### config.mk
export PLATFORM = sky130hd
export DESIGN_NAME = h14tx_pkt_scheduler
export DESIGN_NICKNAME = d
export VERILOG_FILES = /design/src/rtl/h14tx_pkt_scheduler.sv
export SDC_FILE = /design/constraint.sdc
export NUM_CORES = 1
export LEC_CHECK = 0
export CORE_AREA = 4 4 489 491
export DETAILED_ROUTE_END_ITERATION = 12
export DIE_AREA = 0 0 493 495
export HOLD_SLACK_MARGIN = 0.06
export PLACE_DENSITY = 0.3
export SETUP_SLACK_MARGIN = 0.1
export SLEW_MARGIN = 30
export SYNTH_ARGS = -nofsm -noshare
export SYNTH_HDL_FRONTEND = slang
export SYNTH_SLANG_ARGS = --single-unit
### constraint.sdc
create_clock -name clk_i -period 5.6 [get_ports clk_i]
set_input_delay 1.12 -clock clk_i [delete_from_list [all_inputs] [get_ports clk_i]]
set_output_delay 1.12 -clock clk_i [all_outputs]
set_load 0.005 [all_outputs]
### src/rtl/h14tx_pkt_scheduler.sv
// Data-island packet scheduler: arbitrates NumSrc packet generators into one serializer slot.
// Optional build macro H14TX_PKT_SCHED_MISS_EN adds the sticky per-source miss_o flags.
module h14tx_pkt_scheduler #(
    parameter int                NumSrc        = 4,
    parameter int                PrioSrc       = 0,
    parameter logic [NumSrc-1:0] FrameOnceMask = 4'b1100
) (
    input  logic                    clk_i,
    input  logic                    rst_i,
    input  logic                    frame_start_i,
    input  logic                    island_slot_i,
    input  logic [NumSrc-1:0]       req_i,
    input  logic [NumSrc*24-1:0]    src_header_i,
    input  logic [NumSrc*224-1:0]   src_sub_i,
    input  logic                    pkt_ready_i,
    output logic                    pkt_valid_o,
    output logic [23:0]             header_o,
    output logic [223:0]            sub_o,
    output logic [NumSrc-1:0]       grant_o,
    output logic                    slot_drop_o
`ifdef H14TX_PKT_SCHED_MISS_EN
    ,
    output logic [NumSrc-1:0]       miss_o
`endif
);

    localparam int IdxW = (NumSrc > 1) ? $clog2(NumSrc) : 1;

    typedef enum logic [1:0] {
        S_IDLE = 2'd0,
        S_ARB  = 2'd1,
        S_EMIT = 2'd2
    } state_t;

    state_t              state_q, state_d;
    logic [IdxW-1:0]     rr_q, rr_d;
    logic [IdxW-1:0]     sel_q, sel_d;
    logic                null_q, null_d;
    logic [NumSrc-1:0]   armed_q, armed_d;
    logic [23:0]         hdr_q, hdr_d;
    logic [223:0]        sub_q, sub_d;
    logic                valid_q, valid_d;
    logic [NumSrc-1:0]   grant_q, grant_d;

    logic [NumSrc-1:0]   eligible;
    logic [IdxW-1:0]     pick_idx;
    logic                pick_null;

    assign eligible = req_i & (~FrameOnceMask | armed_q);

    // Strict priority first, then round-robin starting just after the last non-prio winner.
    always_comb begin
        int cand;
        cand      = 0;
        pick_idx  = '0;
        pick_null = 1'b1;
        if (eligible[PrioSrc]) begin
            pick_idx  = IdxW'(PrioSrc);
            pick_null = 1'b0;
        end else begin
            for (int k = 1; k <= NumSrc; k++) begin
                cand = (int'(rr_q) + k) % NumSrc;
                if (pick_null && (cand != PrioSrc) && eligible[cand]) begin
                    pick_idx  = IdxW'(cand);
                    pick_null = 1'b0;
                end
            end
        end
    end

    always_comb begin
        state_d = state_q;
        rr_d    = rr_q;
        sel_d   = sel_q;
        null_d  = null_q;
        armed_d = armed_q;
        hdr_d   = hdr_q;
        sub_d   = sub_q;
        valid_d = valid_q;
        grant_d = '0;

        case (state_q)
            S_IDLE: begin
                if (island_slot_i) begin
                    state_d = S_ARB;
                end
            end
            S_ARB: begin
                sel_d   = pick_idx;
                null_d  = pick_null;
                hdr_d   = pick_null ? 24'h0 : src_header_i[int'(pick_idx)*24 +: 24];
                sub_d   = pick_null ? 224'h0 : src_sub_i[int'(pick_idx)*224 +: 224];
                valid_d = 1'b1;
                state_d = S_EMIT;
            end
            S_EMIT: begin
                if (pkt_ready_i) begin
                    valid_d = 1'b0;
                    hdr_d   = 24'h0;
                    sub_d   = 224'h0;
                    state_d = S_IDLE;
                    if (!null_q) begin
                        grant_d[sel_q] = 1'b1;
                        armed_d[sel_q] = 1'b0;
                        if (int'(sel_q) != PrioSrc) begin
                            rr_d = sel_q;
                        end
                    end
                end
            end
            default: begin
                state_d = S_IDLE;
            end
        endcase

        // A frame_start coinciding with a grant re-arms the source.
        if (frame_start_i) begin
            armed_d = armed_d | FrameOnceMask;
        end
        armed_d = armed_d & FrameOnceMask;
    end

    always_ff @(posedge clk_i) begin
        if (rst_i) begin
            state_q <= S_IDLE;
            rr_q    <= '0;
            sel_q   <= '0;
            null_q  <= 1'b1;
            armed_q <= '0;
            hdr_q   <= '0;
            sub_q   <= '0;
            valid_q <= 1'b0;
            grant_q <= '0;
        end else begin
            state_q <= state_d;
            rr_q    <= rr_d;
            sel_q   <= sel_d;
            null_q  <= null_d;
            armed_q <= armed_d;
            hdr_q   <= hdr_d;
            sub_q   <= sub_d;
            valid_q <= valid_d;
            grant_q <= grant_d;
        end
    end

    assign pkt_valid_o = valid_q;
    assign header_o    = hdr_q;
    assign sub_o       = sub_q;
    assign grant_o     = grant_q;
    assign slot_drop_o = island_slot_i & (state_q != S_IDLE) & ~rst_i;

`ifdef H14TX_PKT_SCHED_MISS_EN
    logic [NumSrc-1:0] miss_q, miss_d;

    always_comb begin
        miss_d = miss_q;
        if (frame_start_i) begin
            miss_d = miss_q | (FrameOnceMask & armed_q & req_i);
        end
    end

    always_ff @(posedge clk_i) begin
        if (rst_i) begin
            miss_q <= '0;
        end else begin
            miss_q <= miss_d;
        end
    end

    assign miss_o = miss_q;
`endif

endmodule

* Word-level counts from Yosys, hierarchy flattened *
Cells that the tools add are included.

cells by class
  add/subtract/negate cells = 4
  multipliers = 2
  order comparisons = 6
  equal/unequal tests = 5
  shift operators = 2
  muxes and demuxes = 42
  bitwise operators = 13
  reduce and logical (&&, ||, !) cells = 27

operator list
  cell                 count
  $shiftx 896x11->224  1
  $mux 224             2
  $pmux 224 s2         1
  $reduce_bool 32->1   4
  $shiftx 96x8->24     1
  $mux 24              2
  $pmux 24 s2          1
  $mux 1               18
  $lt 3x4->1 const B   4
  $mux 4               4
  $mux 2               7
  $reduce_bool 2->1    5
  $and 4x4->4          2
  $bmux 1 s2           4
  $logic_and 1x1->1    8
  $reduce_or 2->1      4
  $ne 2x2->1 const B   3
  $pmux 2 s3           1
  $mul 2x3->5 const B  1
  $add 2x1->2 const B  2
  $add 2x2->2 const B  2
  $and 1x1->1 const A  4
  $mul 2x2->4 const B  1
  $not 1->1            4
  13 further kinds     15

storage, ports and cells
  flip-flop bits (word level) = 264
  bits of input ports = 1001
  output and inout bits = 254

* Longest topological paths before layout *
Gate-level depths: netlist of the first run.

  depth in word-level cells = 25
  depth in mapped cells = 13
  depth with buffers taken out = 8

* Worst setup path before layout of the first run *
OpenSTA, ideal clock, no wires.

  path type = input to register
  start point = input req_i[3]
  end point = register sub_q[139] (netlist: sub_o[139])
  library setup time = 138 ps
  arrival = 2857 ps
  required time = 5462 ps
  slack = 2605 ps
  cell stages on the path = 9
  cells stage by stage = and3b_1 > o21a_1 > or4_1 > o211ai_2 > buf_6 > buf_6 > buf_4 > mux2i_1 > o221ai_1

on the way
  word-level cells in the longest chain between the ends = 23
  elaborated cells on any way between the ends = 37

RTL lines
  what                                       RTL line  source
  from (decl)                                12        input logic [NumSrc-1:0] req_i,
  $and 4x4->4 (*)                            49        assign eligible = req_i & (~FrameOnceMask | armed_q);
  $bmux 1 s2                                 63        if (pick_null && (cand != PrioSrc) && eligible[cand]) begin
  $mux 1 (implied by the code) (2 in a row)  63
  $logic_and 1x1->1                          63
  $mux 1                                     63
  $mux 1                                     57        if (eligible[PrioSrc]) begin
  $logic_and 1x1->1 (2 in a row)             63
  $mux 1                                     63
  (+4 left out)                              n/a
  $mux 1                                     57
  $logic_and 1x1->1 (2 in a row)             63
  $mux 2                                     63
  $mux 2                                     57
  $mul 2x3->5                                92        sub_d = pick_null ? 224'h0 : src_sub_i[int'(pick_idx)*224 +: 224];
  $shiftx 896x11->224                        92
  $mux 224 (*)                               92
  $pmux 224 s2 (*)                           82        case (state_q)
  to (signal assigned)                       141       sub_q <= sub_d;
  to (decl)                                  41        logic [223:0] sub_q, sub_d;

Mark *: on every way between the ends. The rest lies on a longest branch, timed or not. The select of a mux whose other input is x is not followed.
A chain may end at the register's enable or synchronous reset.

* Worst setup path after layout of the first run *
  start point = register rr_q[0]
  end point = register sub_q[172] (netlist: sub_o[172])

on the way
  word-level cells in the longest chain between the ends = 23
  elaborated cells on any way between the ends = 52

RTL lines
  what                                                            RTL line  source
  from (decl)                                                     36        logic [IdxW-1:0] rr_q, rr_d;
  from (signal assigned)                                          136       rr_q <= rr_d;
  $add 2x1->2                                                     62        cand = (int'(rr_q) + k) % NumSrc;
  $reduce_or 2->1 (no source line) or $bmux 1 s2 (tied branches)  n/a
  $and 1x1->1 (no source line) or $mux 1 (tied branches)          n/a
  $reduce_bool 32->1 or $mux 1 (tied branches)                    63
  $logic_and 1x1->1                                               63
  $mux 1                                                          63
  $mux 1                                                          57
  $logic_and 1x1->1 (2 in a row)                                  63
  (+5 left out)                                                   n/a
  $mux 1                                                          57
  $logic_and 1x1->1 (2 in a row)                                  63
  $mux 2                                                          63
  $mux 2                                                          57
  $mul 2x3->5                                                     92
  $shiftx 896x11->224                                             92
  $mux 224 (*)                                                    92
  $pmux 224 s2 (*)                                                82

Marks and branches as above.

==> run summary, run 1 <==
Status: completed
Beginning of the worst hold path: sub_o[122]
Cells on worst reg2reg path: 9
GRT overflow: 0
Hold buffer count at cts: 0
CP top delay family: compound AO/OA/AOI/OAI gates
Largest net degree at the start of global routing: 79
Routed WL: 174,000 um
Peak supply drop: 209 uV
CTS resizes: 0
Leak: 0.0101 uW
Largest family of logic cells by synthesized area: multiplexers
EDFF count, synth: 0
# IOs: 1,255
Post-route cell area: 32,700 um2
CP Data Required Time: 6.10 ns
Startpoint types: flip-flop
Power Density: 207 nW/um2
Vias/cell: 3.10
DR vias: 18.4k
CTS Buf Count: 46
Placed standard-cell area: 31,100 um2
Gate power share: 24.4%
Routed len/inst: 29.5 um
Initial antenna violation count: 141
Number of max-cap violations: 0
Synth Cell Area: 14,700 um2
Clk buf depth: 3
Stages on the worst setup path: 9
Crit Path Max Fanout: 37
Most instantiated library cell after synthesis: mux2i_1
Worst min-delay path category: reg -> reg
Sequential fraction of the synthesis area: 35.6%
Post-synthesis simple-gate area fraction: 8.25%
Dpl cells: 5,810
Clk pwr share: 45.3%
Iter 0 DRT Violations: 955
Post-synth top cells: mux2i_1 (498), dfxtp_1 (262), nand2_1 (260)
Post-CTS Setup Inserts: 0
#FFs+latches synth: 262
Critical Path Sink Type: flip-flop
Antenna Nets Post-Route: 0
Slowest cell on crit path: o211ai_4
Pre-antenna DRT Iters: 7
Mux share of post-synthesis cell area: 33.9%
Final setup violation count: 0
Slew margin rel.: 40.8%
Peak per-stage delay on the critical path: 0.79 ns
Worst setup endpoint: sub_o[172]
Cell Chain, Critical Path: inv_1, ha_1, inv_2, a2111oi_1, o22ai_1, o211ai_4, buf_4, mux2i_1, o221ai_1
Post-synth top area cell: dfxtp_1
R2R Setup Slk: 1.25 ns
Row Count: 178
Sequential Power Share: 30.3%
Fin. max-slew vios: 0
Tcrit/Tclk final: 77.6%
Starting Density: 6.27%
First-pass GRT wire length: 215,000 um
Die height: 495 um
Worst Clk Skew: 0.0288 ns
HPWL Detailed: 151,000 um
Netlist cell types: 41
H-Tree Level Count: 2
Clock insertion delay at the later pin of the skew report: 0.67 ns
Core outline area: 235,000 um2
Adder-cell share of the synthesized area: 0.255%
Synth warnings: 0
R2R Path End: sub_o[172]
Worst slew pin tran: 0.884 ns
GP Congestion: 0.855
RSZ-0062 raised after global routing: no
I/O Buffers: 1,254
CTS tree: yes
XOR/XNOR Fraction of Synth Area: 0%
Synth Area in Compound Gates: 16.1%
WP data arrival: 4.84 ns
Fin. Hold Viols: 0
Int Power: 4810 uW
Buffers plus inverters on the worst setup path: 3
Switching part of the total: 29.0%
Syn Nets: 2,492
Vias in the first global route: 19.1k
Total GRT Usage: 13.6%
Mean Syn Cell Area: 9.89 um2
Die footprint: 244,000 um2
Post-route DRC: 0
Critical path class: reg -> reg
Final worst path period need: 4.35 ns
Maximum clock rate: 230 MHz
Root Driver: clkbuf_16
Cells after synthesis: 1,488
Fin cells: 5,914
CP startpoint: rr_q[0]
Clk sinks: 262
P_sw: 1960 uW
R2R Path Start: rr_q[0]
Total Neg Setup Slack: 0 ns
Ys async rst share: 0%
Die width: 493 um
Share of layout cells above drive strength 1: 4.92%
Nets@finish: 3,712
Area grow syn2layout: 122%
Synth Flop Type: dfxtp_1
Clk pin slew, worst setup/hold paths: 0.06 ns
Top cell type's share of synthesized area: 35.6%
Area contributors post-synth: dfxtp_1 (36%), mux2i_1 (34%), o221ai_1 (15%), nand2_1 (6.6%), buf_2 (2.0%)
registers in the layout, indices dropped and copies added (netlist names):
register     cells
sub_o          224
null_q           1
grant_o          4
header_o        24
armed_q          2
pkt_valid_o      1
state_q          2
rr_q             2
sel_q            2
cells in the final DEF, fill, tap and decap left out, types with 2 or more instances in the layout:
cell type	instances
buf_12	21
nand2b_1	3
nor4_1	2
nand3b_1	2
clkbuf_1	18
a31oi_1	3
clkdlybuf4s50_1	1254
nor2_1	14
ha_1	3
nor4b_1	2
bufinv_16	2
dfxtp_1	262
o221ai_1	250
inv_1	5
and3_1	3
clkbuf_16	49
buf_4	38
nor2b_1	2
clkbuf_8	13
diode_2	19
nor3_1	5
o21ai_0	3
mux2i_1	498
a21oi_1	10
nand2_1	260
layout make-up:
class                           instances  area [um2]
Clock inverter                          5        81.3
Sequential cell                       262        5250
Tap cell                             3150        3940
Clock buffer                           80        1470
Fill cell                           26800      202000
Multi-Input combinational cell       1079        8630
Inverter                                6        22.5
Antenna cell                           19        47.5
Timing Repair Buffer                 1313       13300
per-layer routing:
metal	part of all wire, %	global-route usage [%]
met2	48	23.4
met3	14	8.65
met1	35	13.8
met5	0.38	0
met4	2.5	2.96
power groups by stage:
stage,Clock (uW),Combinational (uW),Sequential [uW]
floorplan,0,398,2060
global placement,0,1710,2090
detailed placement,0,1700,2090
finish,3070,1650,2050
global route,3290,1770,2060
CTS,3270,1710,2050
worst min-delay path by stage:
stage	slack, ns	cells after the start	endpoint
2_1_floorplan	0.42	1	grant_o[1]
3_3_place_gp	0.44	2	sub_o[113]
3_5_place_dp	0.45	2	header_o[1]
4_1_cts	0.46	2	sub_o[31]
5_1_grt	0.48	2	sub_o[31]
6_report	0.46	2	sub_o[122]
metrics by stage:
stage          worst slack (ns)  utilization (%)  power (uW)  hold slack [ns]
6_report                   1.25             13.9        6770            0.457
3_3_place_gp              0.746             13.2        3800            0.444
5_1_grt                   0.963             13.9        7120            0.477
4_1_cts                    1.13             13.9        7040            0.463
3_5_place_dp              0.772             13.2        3790            0.449
2_1_floorplan              2.61                -        2460            0.422
tightest hold or removal path, cell delays in order, from the launching register on:
cell and delay [ns]:
dfxtp_1 0.32, nand2_1 0.05, o221ai_1 0.05
logic make-up (layout without fill, tap and decap cells):
family	after synthesis	after routing
adders and majority gates	3	3
AOI/OAI and AO/OA	276	276
muxes	498	498
DFF	262	262
and+or+nand+nor	302	302
other	0	19
buffers and inverters	147	1404
Power figures use the tool's default switching activity.
==> run 2, diff against run 1 <==
--- a/config.mk
+++ b/config.mk
@@ -5,9 +5,9 @@
 export SDC_FILE = /design/constraint.sdc
 export NUM_CORES = 1
 export LEC_CHECK = 0
-export CORE_AREA = 4 4 489 491
+export CORE_AREA = 4 4 483 485
 export DETAILED_ROUTE_END_ITERATION = 12
-export DIE_AREA = 0 0 493 495
+export DIE_AREA = 0 0 487 489
 export HOLD_SLACK_MARGIN = 0.06
 export PLACE_DENSITY = 0.3
 export SETUP_SLACK_MARGIN = 0.1
==> constraint.sdc (replaced) <==
create_clock -name clk_i -period 3.8 [get_ports clk_i]
set_input_delay 0.76 -clock clk_i [delete_from_list [all_inputs] [get_ports clk_i]]
set_output_delay 0.76 -clock clk_i [all_outputs]
set_load 0.005 [all_outputs]
==> run 2 against run 1 <==
  * Final cell count decreased by 0.86%
  * Critical path depth rose by 1
  * Non-clock buffer count up 76
  * Design area grew 1.6%
  * Clock-buffer cell count fell by 21
  * Clock skew grew 0.0073 ns
  * Fmax increased by 29%
  * Combinational power is 53% higher
  * Sequential share of layout area shrank 0.25 points
  * Sequential cell count is the same
  * Highest routed layer unchanged
==> run summary, run 2 (synthesis gave the netlist of run 1 again) <==
Peak supply drop: 270 uV (+29%)
Initial antenna violation count: 150 (+6.4%)
Die height: 489 um (-1.2%)
R2R Path Start: rr_q[1]
WP data arrival: 3.85 ns (-0.99 ns)
Critical path class: reg -> reg
Starting Density: 6.42% (+0.15 points)
Antenna Nets Post-Route: 0 (unchanged)
CTS resizes: 0 (unchanged)
Largest register FFs: 224 (unchanged)
WHS Path Cells: 2 (unchanged)
Power Density: 300 nW/um2 (+45%)
CTS tree: yes
R2R Setup Slk: 0.44 ns (-0.82 ns)
GP Congestion: 0.809 (-5.3%)
GRT overflow: 0 (unchanged)
# IOs: 1,255 (unchanged)
Status: completed
Fin. max-slew vios: 0 (unchanged)
Leak: 0.0105 uW (+4.0%)
Slew margin rel.: 52.4% (+12 points)
DR vias: 18.3k (-0.087%)
Iter 0 DRT Violations: 803 (-16%)
Share of layout cells above drive strength 1: 7.54% (+2.6 points)
Area grow syn2layout: 126%
Clk sinks: 262 (unchanged)
CTS Buf Count: 44 (-4.3%)
CP top delay family: compound AO/OA/AOI/OAI gates
FF/Latch Area: 5250 um2 (unchanged)
Stages on the worst setup path: 10 (+1)
RSZ-0062 raised after global routing: no
Peak per-stage delay on the critical path: 0.46 ns (-0.33 ns)
Most used cell, CP: buf_12
Worst slew pin tran: 0.712 ns (-0.173 ns)
Routed WL: 176,000 um (+0.88%)
Post-route DRC: 0 (unchanged)
Startpoint types: flip-flop
Core Util, Final: 14.5% (+0.56 points)
Beginning of the worst hold path: sub_o[195]
Total power: 9950 uW (+47%)
Final worst path period need: 3.36 ns (-0.984 ns)
Number of max-cap violations: 0 (unchanged)
Crit Path Max Fanout: 26 (-30%)
Clk buf depth: 3 (unchanged)
Commonest non-fill, non-tap cell in the layout: clkdlybuf4s50_1
Slowest cell on crit path: ha_1
Clock insertion delay at the later pin of the skew report: 0.65 ns (-0.02 ns)
Worst min-delay path category: reg -> reg
HPWL Detailed: 155,000 um (+2.7%)
Cells on worst reg2reg path: 10 (+1)
Pre-antenna DRT Iters: 5 (-2)
I/O Buffers: 1,254 (unchanged)
Row Count: 176 (-1.1%)
CP Data Required Time: 4.29 ns (-1.81 ns)
Vias in the first global route: 19.3k (+0.83%)
Area occupied by multi-input gates: 8630 um2 (unchanged)
Final setup violation count: 0 (unchanged)
Hold buffer count at cts: 0 (unchanged)
Worst Clk Skew: 0.0361 ns (+0.00728 ns)
Vias/cell: 3.13 (+0.78%)
Post-CTS Setup Inserts: 0 (unchanged)
Tcrit/Tclk final: 88.5% (+11 points)
Fin. Hold Viols: 0 (unchanged)
R2R Path End: sub_o[54]
Maximum clock rate: 297 MHz (+29%)
Clk pin slew, worst setup/hold paths: 0.06 ns (about the same)
H-Tree Level Count: 2 (unchanged)
Largest net degree at the start of global routing: 64 (-19%)
Root Driver: clkbuf_16
Buffers plus inverters on the worst setup path: 4 (+1)
Die footprint: 238,000 um2 (-2.4%)
Hold EP: sub_o[195]
Routed len/inst: 30.0 um (+1.8%)
Total GRT Usage: 14.0% (+0.48 points)
Cell Chain, Critical Path: inv_1, ha_1, inv_2, a2111oi_1, o22ai_1, o211ai_4, buf_12, buf_12, mux2i_1, o221ai_1
Most frequent cells in the layout: clkdlybuf4s50_1 (1,254), mux2i_1 (498), dfxtp_1 (262)
Core outline area: 229,000 um2 (-2.3%)
Nets@finish: 3,786 (+2.0%)
First-pass GRT wire length: 217,000 um (+0.58%)
Critical Path Sink Type: flip-flop
# fillers: 25.9k (-3.3%)
Die width: 487 um (-1.2%)
## run 2: changes by cell type in the layout (fill, tap and decap cells not counted), sizes merged
cell	before	now
clkinvlp	1	3
bufinv	2	5
clkinv	2	7
clkbuf	80	59
diode	19	25
inv	6	8
buf	59	135
## run 2: metal layers
metal / track usage (%) / share of wire (%) / vias up
li1: - / - / 8355
met1: 14.4 / 36 / 8541
met2: 25.2 / 50 / 1058
met3: 7.86 / 12 / 282
met4: 2.30 / 1.7 / 102
met5: 0 / 0.40 / -
## run 2: report_power, final
group	switching, uW	internal [uW]	total [uW]
clock	1810	2610	4420
combinational	1000	1520	2520
sequential	114	2900	3010
total	2920	7030	9950
## run 2: layout make-up
type                       count  share of cell area [%]
timing repair buffer        1389                    42.2
clock buffer                  59                    3.73
clock inverter                17                   0.689
sequential                   262                    15.8
multi-input combinational   1079                    26.0
antenna                       25                   0.188
inverter                       6                  0.0678
tap                         3026                    11.4
## run 2: worst reg2reg max path, cell delays in order, from the launching register on
cell and delay (ns):
dfxtp_1 0.32, inv_1 0.07, ha_1 0.46, inv_2 0.08, a2111oi_1 0.36, o22ai_1 0.28, o211ai_4 0.46, buf_12 0.26
buf_12 0.35, mux2i_1 0.40, o221ai_1 0.16
## run 2: worst max-delay path by stage
stage,end,startpoint,slack [ns]
finish,sub_o[54],rr_q[1],0.44
global route,sub_o[138],rr_q[0],0.22
CTS,sub_o[138],rr_q[1],0.40
detailed placement,sub_o[122],req_i[2],-0.08
global placement,sub_o[122],req_i[2],-0.14
floorplan,sub_o[139],rr_q[1],0.99
## run 2: stage by stage
| stage | hold WS, ns | instances | area (um2) | TNS, ns | setup slack, ns |
|---|---|---|---|---|---|
| 2_1_floorplan | 0.422 | 1488 | 14700 | 0 | 0.985 |
| 3_3_place_gp | 0.443 | 5762 | 31700 | -1.08 | -0.144 |
| 3_5_place_dp | 0.448 | 5762 | 31700 | -0.347 | -0.0850 |
| 4_1_cts | 0.462 | 5838 | 33200 | 0 | 0.397 |
| 5_1_grt | 0.479 | 5842 | 33200 | 0 | 0.218 |
| 6_report | 0.460 | 5863 | 33200 | 0 | 0.438 |
==> run 3, diff against run 2 <==
--- a/config.mk
+++ b/config.mk
@@ -8,7 +8,7 @@
 export CORE_AREA = 4 4 483 485
 export DETAILED_ROUTE_END_ITERATION = 12
 export DIE_AREA = 0 0 487 489
-export HOLD_SLACK_MARGIN = 0.06
+export HOLD_SLACK_MARGIN = 0.08
 export PLACE_DENSITY = 0.3
 export SETUP_SLACK_MARGIN = 0.1
 export SLEW_MARGIN = 30
==> results of run 3 <==
No change in the layout: final DEF, timing and power equal those of run 2.
